--- config.mk ---
export PLATFORM = sky130hd
export DESIGN_NAME = mio_uart_bridge
export DESIGN_NICKNAME = d
export VERILOG_FILES = /design/src/rtl/mio_uart_bridge.sv
export SDC_FILE = /design/constraint.sdc
export NUM_CORES = 1
export LEC_CHECK = 0
export CORE_MARGIN = 2
export CORE_UTILIZATION = 40
export DETAILED_ROUTE_END_ITERATION = 8
export GPL_TIMING_DRIVEN = 0
export PLACE_DENSITY = 0.75
export SETUP_SLACK_MARGIN = 0.02
export SLEW_MARGIN = 5
export SYNTH_ARGS = -nofsm -noshare
export SYNTH_HDL_FRONTEND = slang
export SYNTH_SLANG_ARGS = --single-unit
--- constraint.sdc ---
create_clock -name clk -period 4.4 [get_ports clk]
set_input_delay 0.88 -clock clk [delete_from_list [all_inputs] [get_ports clk]]
set_output_delay 0.88 -clock clk [all_outputs]
set_load 0.005 [all_outputs]
--- src/rtl/mio_uart_bridge.sv ---
// Memory-I/O bridge: passes RAM-region accesses to the RAM data port and decodes an
// I/O region holding an 8N1 UART transmitter with a byte FIFO and a status register.
module mio_uart_bridge #(
  parameter int unsigned CLKS_PER_BIT = 16,
  parameter int unsigned FIFO_AW      = 3
) (
  input  logic        clk,
  input  logic        clrn,
  input  logic [31:0] m_a,
  input  logic [31:0] m_d_t,
  input  logic        m_w,
  output logic [31:0] m_d_f,
  output logic [31:0] ram_a,
  output logic [31:0] d_t_ram,
  output logic        wram,
  input  logic [31:0] d_f_ram,
  output logic        txd
);

  localparam int unsigned Depth = 2 ** FIFO_AW;
  localparam int unsigned BaudW = $clog2(CLKS_PER_BIT);
  localparam logic [BaudW-1:0]   BaudMax = BaudW'(CLKS_PER_BIT - 1);
  localparam logic [BaudW-1:0]   BaudOne = BaudW'(1);
  localparam logic [FIFO_AW:0]   CntFull = (FIFO_AW + 1)'(Depth);
  localparam logic [FIFO_AW:0]   CntOne  = (FIFO_AW + 1)'(1);
  localparam logic [FIFO_AW-1:0] PtrOne  = FIFO_AW'(1);
  localparam logic [31:0]        AddrTxData = 32'h8000_0000;
  localparam logic [31:0]        AddrStatus = 32'h8000_0004;

  typedef enum logic [1:0] {StIdle, StStart, StData, StStop} tx_state_e;

  tx_state_e          r_state;
  logic [BaudW-1:0]   r_baud;
  logic [2:0]         r_bit;
  logic [7:0]         r_shift;
  logic               r_txd;
  logic [7:0]         r_mem [Depth];
  logic [FIFO_AW-1:0] r_wptr;
  logic [FIFO_AW-1:0] r_rptr;
  logic [FIFO_AW:0]   r_count;
  logic               r_ovf;

  logic        w_io;
  logic        w_sel_tx;
  logic        w_sel_st;
  logic        w_full;
  logic        w_empty;
  logic        w_busy;
  logic        w_push_req;
  logic        w_push;
  logic        w_pop;
  logic [3:0]  w_cnt_disp;
  logic [31:0] w_status;
  logic [31:0] w_io_rdata;
  logic [2:0]  w_bit_next;

  // Address decode, FIFO flags and status word.
  always_comb begin
    w_io       = m_a[31];
    w_sel_tx   = (m_a == AddrTxData);
    w_sel_st   = (m_a == AddrStatus);
    w_full     = (r_count == CntFull);
    w_empty    = (r_count == '0);
    w_busy     = (r_state != StIdle);
    w_push_req = m_w & w_sel_tx;
    // A push while full is refused even if the transmitter pops this same edge.
    w_push     = w_push_req & ~w_full;
    w_pop      = (r_state == StIdle) & ~w_empty;
    w_cnt_disp = (32'(r_count) > 32'd15) ? 4'hF : 4'(r_count);
    w_status   = {24'h0, w_cnt_disp, r_ovf, w_busy, w_empty, w_full};
    w_io_rdata = w_sel_st ? w_status : 32'h0;
    w_bit_next = r_bit + 3'd1;
  end

  // RAM pass-through; only RAM-region stores reach the RAM write enable.
  always_comb begin
    ram_a   = m_a;
    d_t_ram = m_d_t;
    wram    = m_w & ~w_io;
    m_d_f   = w_io ? w_io_rdata : d_f_ram;
    txd     = r_txd;
  end

  // FIFO storage; contents need no reset since count gates every read.
  always_ff @(posedge clk) begin
    if (clrn && w_push) begin
      r_mem[r_wptr] <= m_d_t[7:0];
    end
  end

  // FIFO pointers, occupancy and sticky overflow flag.
  always_ff @(posedge clk) begin
    if (!clrn) begin
      r_wptr  <= '0;
      r_rptr  <= '0;
      r_count <= '0;
      r_ovf   <= 1'b0;
    end else begin
      if (w_push) r_wptr <= r_wptr + PtrOne;
      if (w_pop)  r_rptr <= r_rptr + PtrOne;
      if (w_push && !w_pop) begin
        r_count <= r_count + CntOne;
      end else if (!w_push && w_pop) begin
        r_count <= r_count - CntOne;
      end
      if (w_push_req && w_full) begin
        r_ovf <= 1'b1;
      end else if (m_w && w_sel_st) begin
        r_ovf <= 1'b0;
      end
    end
  end

  // 8N1 transmitter with registered serial output.
  always_ff @(posedge clk) begin
    if (!clrn) begin
      r_state <= StIdle;
      r_baud  <= '0;
      r_bit   <= '0;
      r_shift <= '0;
      r_txd   <= 1'b1;
    end else begin
      unique case (r_state)
        StIdle: begin
          r_txd <= 1'b1;
          if (!w_empty) begin
            r_shift <= r_mem[r_rptr];
            r_baud  <= '0;
            r_bit   <= '0;
            r_txd   <= 1'b0;
            r_state <= StStart;
          end
        end
        StStart: begin
          if (r_baud == BaudMax) begin
            r_baud  <= '0;
            r_bit   <= '0;
            r_txd   <= r_shift[0];
            r_state <= StData;
          end else begin
            r_baud <= r_baud + BaudOne;
          end
        end
        StData: begin
          if (r_baud == BaudMax) begin
            r_baud <= '0;
            if (r_bit == 3'd7) begin
              r_txd   <= 1'b1;
              r_state <= StStop;
            end else begin
              r_bit <= w_bit_next;
              r_txd <= r_shift[w_bit_next];
            end
          end else begin
            r_baud <= r_baud + BaudOne;
          end
        end
        StStop: begin
          if (r_baud == BaudMax) begin
            r_baud  <= '0;
            r_state <= StIdle;
          end else begin
            r_baud <= r_baud + BaudOne;
          end
        end
        default: begin
          r_state <= StIdle;
          r_txd   <= 1'b1;
        end
      endcase
    end
  end

endmodule

==> results.tsv, run 1 <==
stage	metric	value	unit
outcome	status	complete, no violations	
synthesis	Synth area leader	edfxtp_1	
worst_hold_path	worst hold path type	reg2reg	
critical_path	Most Frequent Cell on Critical Path	clkdlybuf4s50_1	
critical_path	Worst Path Required	3.52	ns
grt	initial antenna violation count	0	
pwr	P_leak	2.589	nW
placed_design	HPWL Detailed	9.777	mm
critical_path	CP Max Fanout	8	
layout	post-route insts no fill	726	
clocking	CTS Root Cell	clkbuf_16	
clocking	hold buffer count at CTS	0	
synthesis	post-synth top area share	0.3940	
timing	Fin Setup TNS	0	ns
placed_design	placed insts	711	
critical_path	CP cell instances	clkdlybuf4s50_1 > nor4_1 > nand4_1 > nor4_4 > a22o_1 > clkdlybuf4s50_1	
layout	ANT cells	0	
synthesis	async set or reset register ratio after synthesis	0	
critical_path	crit start category	input port	
route	first-pass iteration count of the detailed router	4	
grt	total gr overflow	0	
synthesis	synth unique cells	55	
layout	area grow syn2layout	46.13	%
clocking	clk sinks	93	
synthesis	Synth Instances	389	
synthesis	count leader, synth	buf_4	
timing	Worst slew margin	0.3671	
critical_path	crit path kind	in2out	
timing	Period minus WS final	4.171	ns
pwr	Pwr Density	394.2	mW/mm^2
synthesis	Post-synth EDFFs	64	
synthesis	ranking of synthesized cells by area	edfxtp_1, dfxtp_1, buf_4	
layout	layout cells sized above 1	0.2159	
route	post-route ant nets	0	
synthesis	post-synth design cell area	0.004877	mm^2
layout	nets@finish	688	
clocking	post-cts sizing count	0	
critical_path	Worst R2R Start	r_count[0]	
critical_path	Worst Path Arrival	3.29	ns
timing	setup violation total in the final timing report	0	
critical_path	Crit path max-delay family	simple AND/OR/NAND/NOR gates	
timing	Worst Tran Pin Value	0.9442	ns
synthesis	Post-synth top cells	buf_4, edfxtp_1, dfxtp_1	
critical_path	CP max-delay cell	clkdlybuf4s50_1	
timing	final hold violation count	0	
die	num ports	197	
pwr	maximum VDD drop	0.2395	mV
timing	Setup Skew	0.006616	ns
die	Die ar.	0.01309	mm^2
flow_run	max-cap viol count	0	
route	drt first-iter violations	152	
route	detailed-route via count	3687	
route	post-DR vias/cell	5.079	
synthesis	register area share after synthesis	0.5131	
clocking	Worst-path clk slew	0.06	ns
critical_path	worst reg2reg path depth	11	
route	DRC Markers	0	
route	Routed WL	12.57	mm
timing	part of the cycle the worst path needs	0.9479	
timing	RSZ-0062 raised after global routing	false	
clocking	CTS H-tree depth	3	
critical_path	Setup crit start	m_a[12]	
die	Die X	114.4	um
worst_hold_path	Hold EP	r_bit[1]	
timing	Slew Viols, Final	0	
die	row count	40	
grt	first-pass GRT wire length	19.17	mm
worst_hold_path	worst hold start	r_bit[1]	
grt	vias in the first global route	3610	
synthesis	Main synth FF type	edfxtp_1	
synthesis	Synth Area per Inst	12.54	um^2
synthesis	Syn Nets	502	
critical_path	worst r2r dst	r_count[3]	
placed_design	# port buffers	171	
die	placeable core region	0.01196	mm^2
placed_design	routability cong.	0.8197	
route	routed length per instance	17.31	um
clocking	Post-CTS Setup Bufs	0	
clocking	clock latency on the worst-skew pair	0.34	ns
clocking	CTS Buf Count	9	
clocking	worst-case clock buffer depth	2	
synthesis	Yosys reg bits	93	
grt	GRT Total Usage	0.1927	
die	Initial Util	0.4077	
layout	Filler Cell Count	960	
critical_path	Crit. End Element	primary output	
critical_path	crit-path max cell delay	0.52	ns
clocking	CTS tree	yes	
timing	Max Fclk	0.2398	GHz
critical_path	Buf/Inv on CP	2	
synthesis	Syn. warnings	0	
critical_path	worst reg2reg setup slack	1.36	ns
die	Die Y	114.4	um
grt	maximum number of pins on one net before global-route repair	18	
worst_hold_path	Hold Path Cell Cnt	2	
## where the power goes
group | internal [mW] | leakage, nW | switching (mW)
registers | 1.02 | 0.812 | 0.0747
logic | 0.542 | 1.64 | 0.447
clock network | 0.391 | 0.135 | 0.338
total | 1.95 | 2.59 | 0.860
## worst max path at each step
stage | end | slack [ns] | depth (start not counted)
after global placement | r_mem[1][6] | 0.006 | 5
after global routing | m_d_f[2] | 0.09 | 6
final | m_d_f[6] | 0.23 | 6
after detailed placement | m_d_f[6] | 0.24 | 6
after floorplan | r_count[3] | 1.38 | 11
after CTS | m_d_f[6] | 0.24 | 6
## logic make-up (layout without fill, tap and decap cells)
kind of cell    Yosys count  count (layout)  synth area share
mux                      37              37            0.1221
xor+xnor                  4               4          0.007182
simple gates            103             103            0.1326
compound gates           48              48           0.06593
buf+inv                  90             280            0.1216
fa+ha+maj                14              14           0.03746
flops                    93              93            0.5131
## worst reg2reg max path: stages, from the launching register on
cell     delay (ns)
dfxtp_1        0.40
nor4b_1        0.68
nor2_1         0.20
nand4_4        0.23
inv_1          0.07
ha_1           0.21
inv_1          0.12
ha_1           0.25
a21o_1         0.18
a21oi_1        0.17
mux2i_1        0.27
mux2i_1        0.19
## state kept, by name, indices dropped and copies added (netlist names)
register  count
r_baud        4
r_count       4
r_state       2
r_shift       8
r_ovf         1
txd           1
r_bit         3
r_rptr        3
r_wptr        3
r_mem        64
## layout by cell type (no fill, tap or decap), drive strengths merged, types with 2 or more instances in the layout
cell type	count
clkdlybuf4s50	171
buf	74
edfxtp	64
dfxtp	29
nor2b	23
nand2	21
mux2i	19
mux4	18
clkbuf	18
o21ai	14
inv	14
ha	13
a21oi	12
nor4	12
a22o	8
nor2	7
nand3	6
nor3	6
a21boi	6
and2	5
and2b	4
xnor2	4
nand4	4
and4	3
nand2b	2
nor4b	2
clkinv	2
or4	2
## metrics by stage
stage / setup slack (ns) / total power, mW / area (um^2) / hold slack, ns / util
after floorplan: 1.376 / 1.760 / 4877 / 0.4418 / -
after global placement: 0.005981 / 2.067 / 6773 / 0.4484 / 0.5662
after global routing: 0.09156 / 2.977 / 7127 / 0.5004 / 0.5958
final: 0.2292 / 2.810 / 7127 / 0.4774 / 0.5958
after detailed placement: 0.2409 / 2.103 / 6848 / 0.4700 / 0.5725
after CTS: 0.2384 / 2.833 / 7127 / 0.4791 / 0.5958
## metal layers
metal / wire length [um] / GRT usage / vias to the layer above
met1: 4865 / 0.2217 / 1768
met3: 798 / 0.03653 / 21
met2: 6654 / 0.3602 / 152
li1: - / - / 1746
met4: 251 / 0.05935 / 0
met5: 0 / 0 / -
## final cells by class
cell class                 instances  area [um^2]  share of cell area
clock inverter                     6        53.80            0.007549
multi-input combinational        206         1827              0.2563
clock buffer                       9        225.2             0.03160
timing repair buffer             175         1742              0.2444
buffer                            79        551.8             0.07742
inverter                          11        41.29            0.005794
tap                              147        183.9             0.02581
sequential                        93         2502              0.3511
Note: power is estimated with default switching activity, not from simulation.
==> run 2, diff against run 1 <==
Clock period 4.4 ns to 5.3 ns, I/O delays scaled along.
==> results of run 2 <==
Same layout as run 1 (identical final DEF). Status: complete, no violations.
Main changes from that run: setup slack after placement 0.2409 ns -> 0.7809 ns; setup slack after layout 0.2292 ns -> 0.7692 ns; register-to-register setup slack 1.36 ns -> 2.26 ns; total power 2.810 mW -> 2.332 mW; worst IR drop on VDD 0.2395 mV -> 0.1988 mV
